<file path="src/rtl/note_staff_scheduler.sv">
// Scrolling-staff note scheduler: a small note FIFO feeds a ring of staff columns,
// one note per column, with the write head advancing every SCROLL_FRAMES frames.
module note_staff_scheduler #(
  parameter int SLOTS         = 16,
  parameter int FIFO_DEPTH    = 4,
  parameter int SCROLL_FRAMES = 30,
  parameter int is_simulation = 0,
  localparam int SW = $clog2(SLOTS),
  localparam int LW = $clog2(FIFO_DEPTH + 1)
) (
  input  logic          clk,
  input  logic          reset_n,
  input  logic          frame_start,
  input  logic          note_valid,
  output logic          note_ready,
  input  logic [3:0]    note_pitch,
  input  logic [SW-1:0] rd_slot,
  output logic          rd_valid,
  output logic [3:0]    rd_pitch,
  output logic [SW-1:0] head_slot,
  output logic [LW-1:0] fifo_level,
  output logic [7:0]    drop_count
);

  localparam int SF_EFF = (is_simulation != 0) ? 2 : SCROLL_FRAMES;
  localparam int FW     = $clog2(SCROLL_FRAMES > 2 ? SCROLL_FRAMES : 2);
  localparam int PW     = $clog2(FIFO_DEPTH);
  localparam logic [FW-1:0] LAST_FRAME = FW'(SF_EFF - 1);

  typedef enum logic [1:0] {IDLE, ADVANCE, COMMIT} state_t;

  typedef struct packed {
    logic       valid;
    logic [3:0] pitch;
  } slot_t;

  state_t                     state_q, state_d;
  logic [FW-1:0]              frame_cnt;
  slot_t [SLOTS-1:0]          slots;
  logic [FIFO_DEPTH-1:0][3:0] fifo_mem;
  logic [PW-1:0]              wr_ptr, rd_ptr;
  logic                       reset_n_q;
  logic                       do_adv, do_commit;
  logic                       push, store, pop, legal;
  logic [SW-1:0]              head_nxt;

  // Ready comes from registered state only, so a pop never lets a push through the same cycle.
  assign note_ready = reset_n_q && (fifo_level < LW'(FIFO_DEPTH));
  assign legal      = (note_pitch <= 4'd12);
  assign push       = note_valid && note_ready;
  assign store      = push && legal;
  assign pop        = do_commit && (fifo_level != '0);
  assign head_nxt   = head_slot + 1'b1;

  always_comb begin
    state_d   = state_q;
    do_adv    = 1'b0;
    do_commit = 1'b0;
    case (state_q)
      IDLE:    if (frame_start && frame_cnt == LAST_FRAME) state_d = ADVANCE;
      ADVANCE: begin do_adv = 1'b1;    state_d = COMMIT; end
      COMMIT:  begin do_commit = 1'b1; state_d = IDLE;   end
      default: state_d = IDLE;
    endcase
  end

  always_ff @(posedge clk) reset_n_q <= reset_n;

  always_ff @(posedge clk) begin
    if (!reset_n) begin
      state_q    <= IDLE;
      frame_cnt  <= '0;
      slots      <= '0;
      wr_ptr     <= '0;
      rd_ptr     <= '0;
      fifo_level <= '0;
      drop_count <= '0;
      head_slot  <= '0;
      rd_valid   <= 1'b0;
      rd_pitch   <= '0;
    end else begin
      state_q <= state_d;

      // Frames arriving while the head is moving are not counted.
      if (state_q == IDLE && frame_start)
        frame_cnt <= (frame_cnt == LAST_FRAME) ? '0 : frame_cnt + 1'b1;

      if (store) begin
        fifo_mem[wr_ptr] <= note_pitch;
        wr_ptr           <= wr_ptr + 1'b1;
      end
      if (pop) rd_ptr <= rd_ptr + 1'b1;

      case ({store, pop})
        2'b10:   fifo_level <= fifo_level + 1'b1;
        2'b01:   fifo_level <= fifo_level - 1'b1;
        default: fifo_level <= fifo_level;
      endcase

      if (push && !legal && drop_count != 8'hFF) drop_count <= drop_count + 1'b1;

      if (do_adv) begin
        head_slot             <= head_nxt;
        slots[head_nxt].valid <= 1'b0;
      end
      if (pop) slots[head_slot] <= '{valid: 1'b1, pitch: fifo_mem[rd_ptr]};

      // Sampled before this cycle's column write lands: read-before-write.
      rd_valid <= slots[rd_slot].valid;
      rd_pitch <= slots[rd_slot].valid ? slots[rd_slot].pitch : 4'd0;
    end
  end

endmodule

</file>
<file path="config.mk">
export PLATFORM = sky130hd
export DESIGN_NAME = note_staff_scheduler
export DESIGN_NICKNAME = d
export VERILOG_FILES = /design/src/rtl/note_staff_scheduler.sv
export SDC_FILE = /design/constraint.sdc
export NUM_CORES = 1
export LEC_CHECK = 0
export ABC_AREA = 1
export BUFFER_PORTS_ARGS = -buffer_cell sky130_fd_sc_hd__buf_4
export CAP_MARGIN = 25
export CORE_MARGIN = 2
export CORE_UTILIZATION = 60
export CTS_BUF_LIST = sky130_fd_sc_hd__clkbuf_8
export DETAILED_ROUTE_END_ITERATION = 8
export GPL_TIMING_DRIVEN = 1
export PLACE_DENSITY = 0.81
export REMOVE_ABC_BUFFERS = 1
export SYNTH_ARGS = -nofsm -noshare
export SYNTH_HDL_FRONTEND = slang
export SYNTH_SLANG_ARGS = --single-unit
</file>
<file path="constraint.sdc">
create_clock -name clk -period 5.45 [get_ports clk]
set_input_delay 1.635 -clock clk [delete_from_list [all_inputs] [get_ports clk]]
set_output_delay 1.635 -clock clk [all_outputs]
set_load 0.02 [all_outputs]
</file>
==> flow_summary.ini <==
[grt]
grt_pass1_wl_um = 21900
grt_use_total = 0.268
grt_pass1_vias = 4715
antenna_found_initial = 0
overflow = 0
grt_max_degree = 80

[synthesis]
synth-edff-count = 16
synth_xor_area_frac = 0.0165
yosysUniqueCellTypes = 32
post_synth_fa_ha_maj_area_fraction = 0.0292
yosysSeqAreaShare = 0.467
yosysTopAreaCell = dfxtp_1
synth_top_cell_area_share = 0.384
synth_top_family_by_area = simple AND/OR/NAND/NOR gates
avgSynthCellArea_sq_um = 7.58
async_flop_share = 0
ys.flop_type = dfxtp_1
synth_mux_area_frac = 0
synth_seq_cells = 128
netlist_area_sq_um = 5830
ys_warn_count = 0
syn_inst = 770
post_synth_and_or_nand_nor_area_fraction = 0.216
synth_compound_area_frac = 0.189
synth_area_leaders = dfxtp_1 38%, nand2_1 11%, a21oi_1 8.8%, edfxtp_1 8.2%, o21ai_0 8.0%

[critical_path]
cp.arrival_ns = 3.47
endpoint_kind = register
crit_chain = buf_4 -> inv_1 -> nand2_1 -> nand3_1 -> nand3_1 -> nand3_1 -> nand2_1 -> nand2_1 -> nor2_1
path_delay_family = buffers and inverters
cp_num_buf_inv = 2
cp-start-kind = input port
path_max_fanout = 50
crit_path_top_delay_cell = inv_1
crit_required_ns = 5.82
criticalPathCategory = in -> reg
max_stage_delay_ns = 0.55

[sta]
rsz0062_at_grt = no
tns_ns = 0
max_slew.worst_pin.slew_ns = 0.959
maxSlewViolCount = 0
timing.final.ws_setup_ns = 2.35
slew_headroom = 0.360
fin_skew_ns = 0.0101
clock.fmax_mhz = 323
finalCritPeriodShare = 0.568
post-route-min-period_ns = 3.10
setup_viol = 0
final_hold_viol_count = 0

[route]
wl_met3_um = 845
drt_iter0_drc = 378
vias = 5162
finalWirelength_um = 13600
vias_per_cell = 5.56
detail_route.first_pass.iterations = 5
wl_met2_um = 6440
wl_per_cell_um = 14.6
wl_met1_um = 6100
routed.top_layer = met4
drc = 0
drt.antenna.violating_nets = 0

[floorplan]
initial_utilization = 0.625
rows = 35
core_region_area_sq_um = 9330
fp.dieArea_sq_um = 10500
fp.dieH_um = 103
ios = 33
die_w_um = 103

[clocking]
h-tree-depth = 4
root_buffer = clkbuf_8
cts_sinks = 128
clk_latency_ns = 0.44
clk_pin_slew_ns = 0.07
cts_resized = 0
ctsHoldBuffers = 0
post_cts_buffers = 0
cts_tree = built
numCtsBuffers = 17
clock_tree.buffer_depth = 2

[power]
p_sw_uw = 443
p_seq_frac = 0.524
total_power_uw = 1840
power.share.clock = 0.422
p_int_uw = 1400
combinationalPowerShare = 0.054
powerDensity_nw_per_um2 = 287
p_leak_uw = 0.00259
ir_worst_vdd_uv = 215
p_sw_frac = 0.240

[place]
place_hpwl_um = 8860
gp_congestion = 0.870
place_ws_ns = 1.99
port_buffers = 32

[run]
maxCapViolCount = 0

[final_layout]
drive_gt1_frac = 0.0950
syn_to_final_growth_pct = 10.1
n_antenna_cell = 0
fin_nets = 813
final_common_cell = nand2_1
layout_common_cells = 177 x nand2_1, 112 x dfxtp_1, 103 x a21oi_1, 93 x o21ai_0, 77 x inv_1

[min_path]
hp-class = reg -> reg

[outcome]
status = finished, final reports clean
-- synthesized netlist by cell type (2+ instances only) --
| library cell | count |
|---|---|
| a21oi_1 | 103 |
| a32o_1 | 3 |
| buf_2 | 10 |
| buf_4 | 5 |
| clkbuf_1 | 14 |
| clkinv_1 | 4 |
| dfxtp_1 | 112 |
| edfxtp_1 | 16 |
| ha_1 | 12 |
| inv_1 | 76 |
| nand2_1 | 177 |
| nand3_1 | 34 |
| nand4_1 | 2 |
| nor2_1 | 64 |
| nor2_4 | 11 |
| nor3b_1 | 2 |
| o211ai_1 | 9 |
| o21ai_0 | 93 |
| xnor2_1 | 4 |
| xor2_1 | 7 |
-- path summary, 6_finish.rpt --
kind,startpoint,endpoint,slack (ns),cells after the start
setup / recovery,rd_slot[0],rd_pitch[2],2.35,9
hold / removal,slots[69],slots[69],0.47,2
setup reg to reg,fifo_level[1],fifo_level[2],3.06,11
hold reg to reg,slots[69],slots[69],0.47,2
-- per-stage QoR --
step	area, sq um	hold WS [ns]	instances	utilization
floorplan	5650	0.439	737	-
global placement	6050	0.449	898	0.649
detailed placement	6050	0.458	898	0.649
CTS	6420	0.469	929	0.689
global route	6420	0.491	929	0.689
finish	6420	0.467	929	0.689
-- power groups by stage --
stage / Clock [uW] / Sequential [uW] / Combinational [uW]
finish: 777 / 966 / 99.5
CTS: 782 / 966 / 98.7
floorplan: 0 / 990 / 50.8
global placement: 0 / 987 / 94.8
detailed placement: 0 / 987 / 98.0
global route: 823 / 966 / 111
-- worst reg2reg max path, cell delays in order, from the launching register on --
cell     delay [ns]
dfxtp_1        0.37
inv_1          0.09
nand3_1        0.14
nand3_4        0.35
inv_1          0.23
ha_1           0.17
inv_1          0.06
fa_1           0.38
a21oi_1        0.15
o21ai_0        0.11
o21ai_0        0.17
a21oi_1        0.06
-- routing by layer --
metal | GRT usage | vias up
met5 | 0 | -
met4 | 0.101 | 0
met3 | 0.0644 | 16
met2 | 0.427 | 184
met1 | 0.355 | 2408
li1 | - | 2554
-- logic make-up (layout without fill, tap and decap cells) --
family / after synthesis / count (layout)
simple gates: 294 / 294
compound gates: 211 / 211
flops: 128 / 128
buf+inv: 113 / 143
fa+ha+maj: 13 / 13
xor+xnor: 11 / 11
-- sequential cells by signal, summed over array words and instances (netlist names) --
register	flops
slots	80
fifo_mem	16
drop_count	8
frame_cnt	5
head_slot	4
rd_pitch	4
fifo_level	3
rd_ptr	2
state_q	2
wr_ptr	2
rd_valid	1
reset_n_q	1
-- final cells by class --
type	count	area [sq um]
fill	792	2900
sequential	128	2720
multi-input combinational	529	2630
inverter	80	300
clock buffer	18	248
timing repair buffer	32	240
tap	129	161
clock inverter	13	123
(Power assumes the default switching activity.)
